[src/rtl/multicycle_controller_pkg.sv]
// Shared encodings for the multicycle RV32I controller and its datapath.
package multicycle_pkg;

  localparam logic [6:0] OP_LW  = 7'b0000011;
  localparam logic [6:0] OP_SW  = 7'b0100011;
  localparam logic [6:0] OP_R   = 7'b0110011;
  localparam logic [6:0] OP_I   = 7'b0010011;
  localparam logic [6:0] OP_BR  = 7'b1100011;
  localparam logic [6:0] OP_JAL = 7'b1101111;

  localparam logic [2:0] ALU_ADD = 3'b000;
  localparam logic [2:0] ALU_SUB = 3'b001;
  localparam logic [2:0] ALU_AND = 3'b010;
  localparam logic [2:0] ALU_OR  = 3'b011;
  localparam logic [2:0] ALU_XOR = 3'b100;

  typedef enum logic [1:0] {
    ALUOP_ADD   = 2'b00,
    ALUOP_SUB   = 2'b01,
    ALUOP_FUNCT = 2'b10
  } aluop_e;

  typedef enum logic [3:0] {
    S_FETCH    = 4'd0,
    S_DECODE   = 4'd1,
    S_MEMADR   = 4'd2,
    S_MEMREAD  = 4'd3,
    S_MEMWB    = 4'd4,
    S_MEMWRITE = 4'd5,
    S_EXECR    = 4'd6,
    S_EXECI    = 4'd7,
    S_JAL      = 4'd8,
    S_ALUWB    = 4'd9,
    S_BRANCH   = 4'd10,
    S_FAULT    = 4'd11
  } state_e;

  typedef enum logic [1:0] {IMM_I = 2'b00, IMM_S = 2'b01, IMM_B = 2'b10, IMM_J = 2'b11} imm_src_e;
  typedef enum logic [1:0] {RES_ALUOUT = 2'b00, RES_DATA = 2'b01, RES_ALURESULT = 2'b10} result_src_e;
  typedef enum logic [1:0] {SRCA_PC = 2'b00, SRCA_OLDPC = 2'b01, SRCA_REG = 2'b10} src_a_e;
  typedef enum logic [1:0] {SRCB_REG = 2'b00, SRCB_IMM = 2'b01, SRCB_FOUR = 2'b10} src_b_e;

  // Moore control word held in registers alongside the state
  typedef struct packed {
    logic       adr_src;
    logic       mem_write;
    logic       ir_write;
    logic       reg_write;
    logic       pc_update;
    logic       branch;
    logic       illegal;
    logic [1:0] result_src;
    logic [1:0] alu_src_a;
    logic [1:0] alu_src_b;
    aluop_e     alu_op;
  } ctrl_t;

  // Control word asserted while the FSM sits in state s
  function automatic ctrl_t state_ctrl(input state_e s);
    ctrl_t c;
    c = '0;
    case (s)
      S_FETCH: begin
        c.ir_write   = 1'b1;
        c.alu_src_b  = SRCB_FOUR;
        c.result_src = RES_ALURESULT;
        c.pc_update  = 1'b1;
      end
      S_DECODE: begin
        c.alu_src_a = SRCA_OLDPC;
        c.alu_src_b = SRCB_IMM;
      end
      S_MEMADR: begin
        c.alu_src_a = SRCA_REG;
        c.alu_src_b = SRCB_IMM;
      end
      S_MEMREAD:  c.adr_src = 1'b1;
      S_MEMWB: begin
        c.result_src = RES_DATA;
        c.reg_write  = 1'b1;
      end
      S_MEMWRITE: begin
        c.adr_src   = 1'b1;
        c.mem_write = 1'b1;
      end
      S_EXECR: begin
        c.alu_src_a = SRCA_REG;
        c.alu_src_b = SRCB_REG;
        c.alu_op    = ALUOP_FUNCT;
      end
      S_EXECI: begin
        c.alu_src_a = SRCA_REG;
        c.alu_src_b = SRCB_IMM;
        c.alu_op    = ALUOP_FUNCT;
      end
      S_JAL: begin
        c.alu_src_a = SRCA_OLDPC;
        c.alu_src_b = SRCB_FOUR;
        c.pc_update = 1'b1;
      end
      S_ALUWB:    c.reg_write = 1'b1;
      S_BRANCH: begin
        c.alu_src_a = SRCA_REG;
        c.alu_src_b = SRCB_REG;
        c.alu_op    = ALUOP_SUB;
        c.branch    = 1'b1;
      end
      S_FAULT:    c.illegal = 1'b1;
      default:    c = '0;
    endcase
    return c;
  endfunction

endpackage

[src/rtl/multicycle_controller_if.sv]
// Controller <-> datapath signal bundle.
interface multicycle_if;
  logic [6:0] Op;
  logic [2:0] Funct3;
  logic       Funct7b5;
  logic       Zero;
  logic       PCWrite;
  logic       AdrSrc;
  logic       MemWrite;
  logic       IRWrite;
  logic [1:0] ResultSrc;
  logic [1:0] ALUSrcA;
  logic [1:0] ALUSrcB;
  logic [2:0] ALUControl;
  logic [1:0] ImmSrc;
  logic       RegWrite;
  logic       IllegalOp;

  modport master (
    input  Op, Funct3, Funct7b5, Zero,
    output PCWrite, AdrSrc, MemWrite, IRWrite, ResultSrc, ALUSrcA, ALUSrcB,
           ALUControl, ImmSrc, RegWrite, IllegalOp
  );

  modport slave (
    output Op, Funct3, Funct7b5, Zero,
    input  PCWrite, AdrSrc, MemWrite, IRWrite, ResultSrc, ALUSrcA, ALUSrcB,
           ALUControl, ImmSrc, RegWrite, IllegalOp
  );
endinterface

[src/rtl/multicycle_controller_alu_decoder.sv]
// Maps ALUOp plus instruction function fields to the ALU operation.
module alu_decoder
  import multicycle_pkg::*;
(
  input  aluop_e     alu_op_i,
  input  logic [2:0] funct3_i,
  input  logic       op5_i,
  input  logic       funct7b5_i,
  output logic [2:0] alu_control_o
);

  // Op[5] separates R-type sub from I-type addi with imm[10] set
  always_comb begin
    alu_control_o = ALU_ADD;
    case (alu_op_i)
      ALUOP_SUB: alu_control_o = ALU_SUB;
      ALUOP_FUNCT: begin
        case (funct3_i)
          3'b000:  alu_control_o = (op5_i & funct7b5_i) ? ALU_SUB : ALU_ADD;
          3'b111:  alu_control_o = ALU_AND;
          3'b110:  alu_control_o = ALU_OR;
          3'b100:  alu_control_o = ALU_XOR;
          default: alu_control_o = ALU_ADD;
        endcase
      end
      default:   alu_control_o = ALU_ADD;
    endcase
  end

endmodule

[src/rtl/multicycle_controller.sv]
// Multicycle RV32I control FSM: sequences fetch/decode/execute/writeback.
module multicycle_controller
  import multicycle_pkg::*;
(
  input  logic          clk,
  input  logic          rst_n,
  multicycle_if.master  bus
);

  state_e state_q, state_d;
  ctrl_t  ctrl_q;

  // Next-state decode; unused encodings fall back to FETCH
  always_comb begin
    state_d = S_FETCH;
    case (state_q)
      S_FETCH:    state_d = S_DECODE;
      S_DECODE: begin
        case (bus.Op)
          OP_LW, OP_SW: state_d = S_MEMADR;
          OP_R:         state_d = S_EXECR;
          OP_I:         state_d = S_EXECI;
          OP_BR:        state_d = S_BRANCH;
          OP_JAL:       state_d = S_JAL;
          default:      state_d = S_FAULT;
        endcase
      end
      S_MEMADR:   state_d = bus.Op[5] ? S_MEMWRITE : S_MEMREAD;
      S_MEMREAD:  state_d = S_MEMWB;
      S_MEMWB:    state_d = S_FETCH;
      S_MEMWRITE: state_d = S_FETCH;
      S_EXECR:    state_d = S_ALUWB;
      S_EXECI:    state_d = S_ALUWB;
      S_JAL:      state_d = S_ALUWB;
      S_ALUWB:    state_d = S_FETCH;
      S_BRANCH:   state_d = S_FETCH;
      S_FAULT:    state_d = S_FAULT;
      default:    state_d = S_FETCH;
    endcase
  end

  // State register with the Moore control word registered from the next state
  always_ff @(posedge clk or negedge rst_n) begin
    if (!rst_n) begin
      state_q <= S_FETCH;
      ctrl_q  <= state_ctrl(S_FETCH);
    end else begin
      state_q <= state_d;
      ctrl_q  <= state_ctrl(state_d);
    end
  end

  // The reset value of the control word is FETCH's, so enables are masked by
  // rst_n directly to be low during reset and live in the first FETCH cycle.
  assign bus.AdrSrc    = ctrl_q.adr_src;
  assign bus.MemWrite  = ctrl_q.mem_write & rst_n;
  assign bus.IRWrite   = ctrl_q.ir_write  & rst_n;
  assign bus.RegWrite  = ctrl_q.reg_write & rst_n;
  assign bus.IllegalOp = ctrl_q.illegal   & rst_n;
  assign bus.ResultSrc = ctrl_q.result_src;
  assign bus.ALUSrcA   = ctrl_q.alu_src_a;
  assign bus.ALUSrcB   = ctrl_q.alu_src_b;
  assign bus.PCWrite   = rst_n & (ctrl_q.pc_update |
                                  (ctrl_q.branch & (bus.Zero ^ bus.Funct3[0])));

  // Immediate format selected straight from the opcode
  always_comb begin
    case (bus.Op)
      OP_SW:   bus.ImmSrc = IMM_S;
      OP_BR:   bus.ImmSrc = IMM_B;
      OP_JAL:  bus.ImmSrc = IMM_J;
      default: bus.ImmSrc = IMM_I;
    endcase
  end

  alu_decoder u_alu_decoder (
    .alu_op_i      (ctrl_q.alu_op),
    .funct3_i      (bus.Funct3),
    .op5_i         (bus.Op[5]),
    .funct7b5_i    (bus.Funct7b5),
    .alu_control_o (bus.ALUControl)
  );

endmodule

[src/flat_wrapper.sv]
// flat-port wrapper written by rule: the top's interface ports become plain ports
module multicycle_controller_flat import multicycle_pkg::*;
  (clk, rst_n, bus_Op, bus_Funct3, bus_Funct7b5, bus_Zero, bus_PCWrite, bus_AdrSrc, bus_MemWrite, bus_IRWrite, bus_ResultSrc, bus_ALUSrcA, bus_ALUSrcB, bus_ALUControl, bus_ImmSrc, bus_RegWrite, bus_IllegalOp);
  multicycle_if bus_i ();
  input  logic clk;
  input  logic rst_n;
  input wire logic [$bits(bus_i.Op)-1:0] bus_Op;
  input wire logic [$bits(bus_i.Funct3)-1:0] bus_Funct3;
  input wire logic [$bits(bus_i.Funct7b5)-1:0] bus_Funct7b5;
  input wire logic [$bits(bus_i.Zero)-1:0] bus_Zero;
  output wire logic [$bits(bus_i.PCWrite)-1:0] bus_PCWrite;
  output wire logic [$bits(bus_i.AdrSrc)-1:0] bus_AdrSrc;
  output wire logic [$bits(bus_i.MemWrite)-1:0] bus_MemWrite;
  output wire logic [$bits(bus_i.IRWrite)-1:0] bus_IRWrite;
  output wire logic [$bits(bus_i.ResultSrc)-1:0] bus_ResultSrc;
  output wire logic [$bits(bus_i.ALUSrcA)-1:0] bus_ALUSrcA;
  output wire logic [$bits(bus_i.ALUSrcB)-1:0] bus_ALUSrcB;
  output wire logic [$bits(bus_i.ALUControl)-1:0] bus_ALUControl;
  output wire logic [$bits(bus_i.ImmSrc)-1:0] bus_ImmSrc;
  output wire logic [$bits(bus_i.RegWrite)-1:0] bus_RegWrite;
  output wire logic [$bits(bus_i.IllegalOp)-1:0] bus_IllegalOp;
  assign bus_i.Op = bus_Op;
  assign bus_i.Funct3 = bus_Funct3;
  assign bus_i.Funct7b5 = bus_Funct7b5;
  assign bus_i.Zero = bus_Zero;
  assign bus_PCWrite = bus_i.PCWrite;
  assign bus_AdrSrc = bus_i.AdrSrc;
  assign bus_MemWrite = bus_i.MemWrite;
  assign bus_IRWrite = bus_i.IRWrite;
  assign bus_ResultSrc = bus_i.ResultSrc;
  assign bus_ALUSrcA = bus_i.ALUSrcA;
  assign bus_ALUSrcB = bus_i.ALUSrcB;
  assign bus_ALUControl = bus_i.ALUControl;
  assign bus_ImmSrc = bus_i.ImmSrc;
  assign bus_RegWrite = bus_i.RegWrite;
  assign bus_IllegalOp = bus_i.IllegalOp;
  multicycle_controller u_core (.clk(clk), .rst_n(rst_n), .bus(bus_i));
endmodule
[config.mk]
export PLATFORM = sky130hd
export DESIGN_NAME = multicycle_controller_flat
export DESIGN_NICKNAME = d
export VERILOG_FILES = /design/src/rtl/multicycle_controller_pkg.sv /design/src/rtl/multicycle_controller_if.sv /design/src/rtl/multicycle_controller_alu_decoder.sv /design/src/rtl/multicycle_controller.sv /design/src/flat_wrapper.sv
export SDC_FILE = /design/constraint.sdc
export NUM_CORES = 1
export LEC_CHECK = 0
export CELL_PAD_IN_SITES_DETAIL_PLACEMENT = 1
export CELL_PAD_IN_SITES_GLOBAL_PLACEMENT = 2
export CORE_MARGIN = 2
export CORE_UTILIZATION = 30
export CTS_CLUSTER_DIAMETER = 30
export DETAILED_ROUTE_END_ITERATION = 6
export HOLD_SLACK_MARGIN = 0.12
export PLACE_DENSITY_LB_ADDON = 0.3
export REMOVE_ABC_BUFFERS = 1
export SLEW_MARGIN = 0
export SYNTH_ARGS = -nofsm -noshare
export SYNTH_HDL_FRONTEND = slang
export SYNTH_SLANG_ARGS = --single-unit
[constraint.sdc]
create_clock -name clk -period 2.4 [get_ports clk]
set_clock_uncertainty 0.1 [all_clocks]
set_input_delay 0.48 -clock clk [delete_from_list [all_inputs] [get_ports clk]]
set_output_delay 0.48 -clock clk [all_outputs]
set_load 0.1 [all_outputs]
==> impl_metrics.json <==
{
  "synth_area_leaders": "dfrtp_1 (35%), dfstp_2 (7.4%), buf_4 (5.6%)",
  "use_met3": 0.0143,
  "num_vias": 878,
  "io_pins": 31,
  "dr.first_iter.drc_count": 9,
  "clock-sinks": 18,
  "h-tree-depth": 1,
  "hold_viol_final": 0,
  "grt_antenna_before_repair": 0,
  "hold_path.class": "in2async",
  "ys_types": 40,
  "synth_edf_count": 0,
  "drt-total-wl_mm": 2.51,
  "worstSetupPathType": "in2out",
  "ir_drop_v": 0.000368,
  "syn_avg_cell_area_um2": 10.2,
  "clock.fmax_ghz": 0.434,
  "post_cts_buffers": 0,
  "yosysWarnings": 0,
  "relSlewSlack": 0.717,
  "dp_hpwl_mm": 2.02,
  "yosysTopAreaCell": "dfrtp_1",
  "setup_viol": 0,
  "power_density_nw_per_um2": 1270,
  "cap_violations": 0,
  "antenna_cells": 0,
  "drv_slew": 0,
  "cts_tree": "done",
  "clkLatencyLatePin_ps": 290,
  "n_fill_cell": 381,
  "cts_root_buf": "clkbuf_4",
  "vias_per_cell": 4.85,
  "hold_buffers": 0,
  "drt_pre_antenna_iters": 4,
  "grt_pass1_wl_mm": 4.35,
  "grt_busiest_layer": "met2",
  "syn-cell-area_um2": 1070,
  "worstRegToRegCells": 5,
  "die-height_um": 63.6,
  "wire_per_inst_um": 13.9,
  "final_common_cell": "dfrtp_1",
  "io_buffers": 30,
  "end_kind": "output pin",
  "required_ps": 1820,
  "fp.dieW_um": 63.6,
  "grt.met2_usage": 0.233,
  "grt_max_degree": 13,
  "drive_gt1_frac": 0.348,
  "cts_max_path_buffers": 2,
  "rsz0062_at_grt": "true",
  "power.leakage_nw": 0.687,
  "p_total_mw": 1.94,
  "finalCritPeriodShare": 0.960,
  "ys_ff_latch": 18,
  "fin_util": 0.451,
  "status": "complete, no violations",
  "grt_pass1_vias": 984,
  "start_util": 0.315,
  "min_period_ps": 2300,
  "ys.flop_type": "dfrtp_1",
  "ys_seq_area_frac": 0.426,
  "gr-total-overflow": 0,
  "fin_setup_tns_ps": 0,
  "cp-start-kind": "input pin",
  "clk_pin_slew_ps": 100,
  "nets": 152,
  "grtUsageTotal": 0.134,
  "final_cell_mix": "dfrtp_1 (15), buf_4 (13), clkdlybuf4s50_1 (11), buf_12 (10), nor2_1 (7)",
  "fin_ws_ps": 95.1,
  "critPathMaxFanout": 3,
  "async_flop_share": 1.00,
  "gp_congestion": 0.705,
  "coreArea_um2": 3390,
  "synth_top_area_share": 0.352,
  "tightest_slew_ps": 425,
  "rows": 21,
  "placed_area_um2": 1470,
  "syn_inst": 105,
  "dp_worst_setup_slack_ps": -4.04,
  "cts_made_buffers": 3,
  "area_delta_synth_final_pct": 43.1,
  "final_area_um2": 1530,
  "dieArea_um2": 4050,
  "crit_arrival_ps": 1720,
  "drc": 0,
  "met1_usage": 0.169,
  "postRouteAntennaNets": 0
}
## critical path, stage by stage
cell and delay, ps:
clkdlybuf4s50_1 460, nand4b_2 290, nor3b_4 280, buf_12 210
## logic make-up after synthesis
group | share of synthesized area
flops | 0.426
simple gates | 0.293
compound gates | 0.131
fa+ha+maj | 0.0234
buf+inv | 0.102
xor+xnor | 0.0246
## timing repair
action | in CTS | in global routing
hold endpoints to repair | 0 | 0
resized for setup | 1 | 4
endpoints found under the setup margin | 1 | 3
pin swaps | 0 | 0
## power breakdown
| group | total [mW] | switching, mW | internal [mW] |
|---|---|---|---|
| logic | 1.18 | 0.790 | 0.394 |
| registers | 0.561 | 0.132 | 0.428 |
| clock network | 0.190 | 0.0972 | 0.0925 |
## metal layers
metal / vias up / share of wire
li1: 418 / -
met1: 436 / 0.44
met2: 20 / 0.52
met3: 4 / 0.031
met4: 0 / 0.013
met5: - / 0
## through the flow
step	hold WS [ps]	std cells
6_report	321	181
2_1_floorplan	84.4	95
5_1_grt	327	181
3_5_place_dp	621	177
3_3_place_gp	590	177
4_1_cts	326	181
## worst paths after layout
| kind | start | endpoint | slack, ps |
|---|---|---|---|
| max | bus_Op[4] | bus_ImmSrc[1] | 100 |
| min | rst_n | u_core.ctrl_q[11]$_DFF_PN0_ | 320 |
| max reg2reg | u_core.state_q[3]$_DFF_PN0_ | u_core.ctrl_q[8]$_DFF_PN0_ | 570 |
| min reg2reg | u_core.state_q[1]$_DFF_PN0_ | u_core.bus.AdrSrc$_DFF_PN0_ | 640 |
| max in group asynchronous | rst_n | u_core.bus.ALUSrcB[1]$_DFF_PN1_ | 1410 |
| min in group clk | bus_Op[2] | u_core.ctrl_q[1]$_DFF_PN0_ | 620 |
## synth_stat cells, drive strengths merged (2+ instances only)
cell and instances:
dfrtp 15, o31ai 2, xor2 3, buf 10, nor4 2, a21oi 4, nand2 6, inv 6
nand3b 2, ha 2, nor3b 3, nand3 4, nor3 5, and3 2, and2 7, o21a 2
nor2 9, or3 3, dfstp 3, o21ai 3
## final cells by class
class | instances | area [um^2] | area share
Clock buffer | 4 | 36.3 | 0.0238
Inverter | 7 | 26.3 | 0.0172
Multi-Input combinational cell | 70 | 520 | 0.341
Sequential cell | 18 | 454 | 0.297
Tap cell | 46 | 57.6 | 0.0377
Timing Repair Buffer | 36 | 433 | 0.283
## sequential cells by signal, summed over array words and instances (netlist names)
| signal | count |
|---|---|
| u_core.bus.ALUSrcA | 2 |
| u_core.ctrl_q | 8 |
| u_core.bus.AdrSrc | 1 |
| u_core.bus.ALUSrcB | 2 |
| u_core.state_q | 4 |
| u_core.bus.ResultSrc | 1 |
No activity file was read; power rests on OpenSTA's default activity.
